`src/rtl/serial_adder_pkg.sv`:
```
// Shared types and constants for the bit-serial adder.
package serial_adder_pkg;

    localparam int WIDTH_DEFAULT = 8;

    typedef enum logic [1:0] {
        IDLE = 2'd0,
        RUN  = 2'd1,
        DONE = 2'd2
    } state_t;

endpackage

```
`src/rtl/serial_adder_fa_cell.sv`:
```
// Single 1-bit full adder, time-shared by serial_adder_seq.
module fa_cell (
    input  logic x,
    input  logic y,
    input  logic ci,
    output logic s,
    output logic co
);

    assign s  = x ^ y ^ ci;
    assign co = (x & y) | (ci & (x ^ y));

endmodule

```
`src/rtl/serial_adder_seq.sv`:
```
// Bit-serial adder: {cout,sum} = a + b + cin, one bit per cycle, LSB first.
module serial_adder_seq
    import serial_adder_pkg::*;
#(
    parameter int WIDTH = WIDTH_DEFAULT
) (
    input  logic             clk,
    input  logic             rst,
    input  logic             start,
    input  logic [WIDTH-1:0] a,
    input  logic [WIDTH-1:0] b,
    input  logic             cin,
    output logic             busy,
    output logic             done,
    output logic [WIDTH-1:0] sum,
    output logic             cout
);

    localparam int              CNT_W = $clog2(WIDTH);
    localparam logic [CNT_W-1:0] LAST = CNT_W'(WIDTH - 1);

    state_t           state_q, state_d;
    logic [WIDTH-1:0] a_q, a_d, b_q, b_d;
    logic [WIDTH-1:0] res_q, res_d, sum_q, sum_d;
    logic             c_q, c_d, cout_q, cout_d;
    logic [CNT_W-1:0] cnt_q, cnt_d;
    logic             fa_s, fa_co;
    logic             load;

    fa_cell u_fa (
        .x  (a_q[0]),
        .y  (b_q[0]),
        .ci (c_q),
        .s  (fa_s),
        .co (fa_co)
    );

    // A new operation may be accepted from IDLE or straight out of DONE.
    assign load = start && (state_q == IDLE || state_q == DONE);

    always_ff @(posedge clk or posedge rst) begin
        if (rst) begin
            state_q <= IDLE;
        end else begin
            state_q <= state_d;
        end
    end

    always_comb begin
        state_d = state_q;
        case (state_q)
            IDLE:    if (start) state_d = RUN;
            RUN:     if (cnt_q == LAST) state_d = DONE;
            DONE:    state_d = start ? RUN : IDLE;
            default: state_d = IDLE;
        endcase
    end

    always_comb begin
        busy = (state_q == RUN);
        done = (state_q == DONE);
    end

    always_comb begin
        a_d    = a_q;
        b_d    = b_q;
        c_d    = c_q;
        cnt_d  = cnt_q;
        res_d  = res_q;
        sum_d  = sum_q;
        cout_d = cout_q;
        if (load) begin
            a_d   = a;
            b_d   = b;
            c_d   = cin;
            cnt_d = '0;
            res_d = '0;
        end else if (state_q == RUN) begin
            // New sum bit enters at the MSB; after WIDTH shifts bit 0 is at the LSB.
            res_d = WIDTH'({fa_s, res_q} >> 1);
            a_d   = a_q >> 1;
            b_d   = b_q >> 1;
            c_d   = fa_co;
            cnt_d = cnt_q + CNT_W'(1);
            if (cnt_q == LAST) begin
                sum_d  = res_d;
                cout_d = fa_co;
            end
        end
    end

    always_ff @(posedge clk or posedge rst) begin
        if (rst) begin
            a_q    <= '0;
            b_q    <= '0;
            c_q    <= 1'b0;
            cnt_q  <= '0;
            res_q  <= '0;
            sum_q  <= '0;
            cout_q <= 1'b0;
        end else begin
            a_q    <= a_d;
            b_q    <= b_d;
            c_q    <= c_d;
            cnt_q  <= cnt_d;
            res_q  <= res_d;
            sum_q  <= sum_d;
            cout_q <= cout_d;
        end
    end

    assign sum  = sum_q;
    assign cout = cout_q;

endmodule

```
`config.mk`:
```
export PLATFORM = sky130hd
export DESIGN_NAME = serial_adder_seq
export DESIGN_NICKNAME = d
export VERILOG_FILES = /design/src/rtl/serial_adder_pkg.sv /design/src/rtl/serial_adder_fa_cell.sv /design/src/rtl/serial_adder_seq.sv
export SDC_FILE = /design/constraint.sdc
export NUM_CORES = 1
export LEC_CHECK = 0
export BUFFER_PORTS_ARGS = -buffer_cell sky130_fd_sc_hd__buf_4
export CAP_MARGIN = 25
export CORE_MARGIN = 5
export CORE_UTILIZATION = 53
export CTS_CLUSTER_DIAMETER = 100
export DETAILED_ROUTE_END_ITERATION = 10
export PLACE_DENSITY = 0.77
export RECOVER_POWER = 100
export SYNTH_ARGS = -nofsm -noshare
export SYNTH_HDL_FRONTEND = slang
export SYNTH_SLANG_ARGS = --single-unit
```
`constraint.sdc`:
```
create_clock -name clk -period 1.8 [get_ports clk]
set_input_delay 0.36 -clock clk [delete_from_list [all_inputs] [get_ports clk]]
set_output_delay 0.36 -clock clk [all_outputs]
set_load 0.005 [all_outputs]
```
==> flow_summary.toml <==
[status]
outcome = "finished, final reports clean"

[placed_design]
postPlaceCellArea_um2 = 1870
dp_hpwl_um = 2140
post-place-ws_ps = 376
port-buffer-count = 30
gp_congestion = 0.761

[pwr]
switching_share_pct = 34.9
power_per_cell_area_nw_per_um2 = 1640
total_power_uw = 3100
irDropWorstVdd_mv = 0.702
power.clock.fraction_pct = 15.0
internal_pwr_total_uw = 2010
p_leak_uw = 0.000971
comb_power_share_pct = 37.5
net_switching_power_uw = 1080
power_frac_seq_pct = 47.5

[final_layout]
register_area_um2 = 951
leading_cell_type_in_the_layout_fill_and_taps_excluded = "sky130_fd_sc_hd__dfrtp_1"
multi_input_comb_area_um2 = 509
post-route-util_pct = 63.3
num-nets-final = 185
final_cell_mix = "38 x sky130_fd_sc_hd__dfrtp_1, 21 x sky130_fd_sc_hd__buf_4, 17 x sky130_fd_sc_hd__inv_1"
fraction_of_final_layout_cells_sized_beyond_drive_strength_1_pct = 27.0
area_growth_pct = 17.3
final_area_um2 = 1890
number_of_diodes_added_for_antenna_fixing = 0
fillCellCount = 247

[worst_setup_path]
worst_ep_required_time_ps = 1440
cp-end-kind = "output pin"
timing.critical_path.arrival_ps = 1340
crit_path_max_fanout = 10
critical_path_class = "reg2out"
crit_path_start_kind = "flop"

[drt]
remaining_drc_errors = 0
detail-route-antenna-nets = 0
route.detailed.wl_per_inst_um = 15.4
routed_wl_um = 3010
detailedRoute.firstPassIterationCount = 4
vias = 1110
avgViaCountPerCell = 5.66
drt_first_iter_violations = 64

[clock_tree]
tritoncts.num_buffers = 5
cts.root.buffer_cell = "sky130_fd_sc_hd__clkbuf_4"
cts_setup_buffers = 0
clock_path_buffers = 2
cts_sink_count = 38
path_clk_slew_ps = 110
tritoncts = "done"
number_of_gates_resized_after_cts = 0
cts_htree_levels = 2
worst_skew_pair.late_latency_ps = 350
cts.hold.buffers_added = 0

[synth]
yosysTopAreaCell = "sky130_fd_sc_hd__dfrtp_1"
synth_edf_count = 0
synth_cell_type_count = 19
synth_compound_gate_area_share_pct = 17.3
synth-seq-area-share_pct = 59.1
synth_fa_ha_area_share_pct = 2.80
post_synth_main_area_contributors = "sky130_fd_sc_hd__dfrtp_1 59%, sky130_fd_sc_hd__mux2_4 8.4%, sky130_fd_sc_hd__a22o_1 6.0%"
synth_top_flop_cell = "sky130_fd_sc_hd__dfrtp_1"
netlist_area_um2 = 1610
yosys_register_bits = 38
count_of_synthesis_stage_warnings_from_yosys = 0
muxShareOfSynthArea_pct = 10.5
synth_top_family_by_area = "compound AO/OA/AOI/OAI gates"
ys_async_sr_fraction_pct = 100
synth_xor_area_share_pct = 0
synth_fp_nets = 149
yosysTopAreaCellShare_pct = 59.1
synth_simple_gate_area_share_pct = 3.19
post_synth_inst_count = 126
synth_area_per_inst_um2 = 12.8

[timing]
clock_skew_ps = 9.12
fmax_mhz = 588
timing_worst_slew_pin_value_ps = 908
timing.slew.headroom_pct = 39.5
timing.final.max_slew_violations = 0
setup_repair_after_global_routing_missed_its_margin = "false"
finalHoldViolations = 0
postLayoutSetupSlackWorst_ps = 99.2
setup_tns_ps = 0
finalSetupViolCount = 0
min_period_ps = 1700
final.period_utilization_pct = 94.5

[floorplanning]
floorplan.die.height_um = 65.1
pin_count = 31
dieWidth_um = 65.1
floorplan.initialDensity_pct = 54.0
core_um2 = 2980
rows = 20
fp.dieArea_um2 = 4230

[global_route]
global_route_wire_length_before_repair_um = 5410
number_of_antenna_violations_at_the_first_check_in_global_routing = 0
total_gr_overflow = 0
largest_net_degree_at_the_start_of_global_routing = 39
number_of_global_route_vias_before_repair = 1193
globalRouteTotalUtil_pct = 17.0

[hold_path]
worst_hold_path_type = "in2reg"

[run]
number_of_max_capacitance_violations_reported = 0
==> logic make-up (layout without fill, tap and decap cells) <==
group | Yosys count | count (layout)
AOI/OAI and AO/OA | 43 | 43
adders and majority gates | 3 | 3
buffers and inverters | 24 | 61
DFF | 38 | 38
muxes | 12 | 12
and+or+nand+nor | 6 | 6
==> cell usage after synthesis, types with 2 or more instances <==
cell type	n
sky130_fd_sc_hd__ha_1	2
sky130_fd_sc_hd__dfrtp_1	38
sky130_fd_sc_hd__buf_2	4
sky130_fd_sc_hd__inv_1	17
sky130_fd_sc_hd__o22ai_1	15
sky130_fd_sc_hd__mux2_4	9
sky130_fd_sc_hd__nand2b_1	2
sky130_fd_sc_hd__a22o_1	11
sky130_fd_sc_hd__and2b_1	2
sky130_fd_sc_hd__a21oi_1	15
sky130_fd_sc_hd__mux2_2	3
==> worst paths after layout <==
| kind | start | end | slack (ps) | depth (start not counted) |
|---|---|---|---|---|
| min | b[7] | b_q[7]$_DFFE_PP0P_ | 220 | 2 |
| max in group asynchronous | rst | a_q[4]$_DFFE_PP0P_ | 960 | 3 |
| max | state_q[1]$_DFFE_PP0P_ | busy | 100 | 3 |
| min in group asynchronous | rst | sum[4]$_DFFE_PP0P_ | 270 | 3 |
| min reg2reg | sum[5]$_DFFE_PP0P_ | sum[5]$_DFFE_PP0P_ | 510 | 1 |
| max reg2reg | state_q[0]$_DFFE_PP0P_ | a_q[7]$_DFFE_PP0P_ | 200 | 4 |
==> power groups by stage <==
| stage | Sequential [µW] | Combinational (µW) | Clock, µW |
|---|---|---|---|
| finish | 1470 | 1160 | 466 |
| global route | 1520 | 1340 | 522 |
| CTS | 1480 | 1280 | 481 |
| detailed placement | 1500 | 1280 | 0 |
| global placement | 1470 | 1220 | 0 |
| floorplan | 1430 | 938 | 0 |
==> metrics by stage <==
| step | cells | hold slack (ps) |
|---|---|---|
| 4_1_cts | 196 | 117 |
| 2_1_floorplan | 126 | 472 |
| 3_5_place_dp | 188 | 496 |
| 6_report | 196 | 224 |
| 3_3_place_gp | 188 | 495 |
| 5_1_grt | 196 | 230 |
==> flip-flops by register name, indices dropped and copies added, names as in the netlist <==
register / cells
state_q: 2
cnt_q: 3
cout: 1
a_q: 8
b_q: 8
res_q: 7
sum: 8
c_q: 1
==> layer usage <==
layer,wire length (µm),GRT usage (%),up-vias
met5,0,0,-
met4,80,8.55,0
met3,177,4.51,10
met2,1500,26.7,35
met1,1260,21.6,553
li1,-,-,512
==> final cells by class <==
cell class	instances	share of cell area, %
timing repair buffer	35	13.2
tap	33	2.19
clock buffer	7	2.92
clock inverter	1	0.265
multi-input combinational	64	27.0
inverter	18	3.98
sequential	38	50.4
==> critical path: stages (launching register included) <==
cell                       delay (ps)
sky130_fd_sc_hd__dfrtp_1          450
sky130_fd_sc_hd__nand2b_1         270
sky130_fd_sc_hd__inv_8            140
sky130_fd_sc_hd__buf_4            120
No activity file was read; power rests on OpenSTA's default activity.
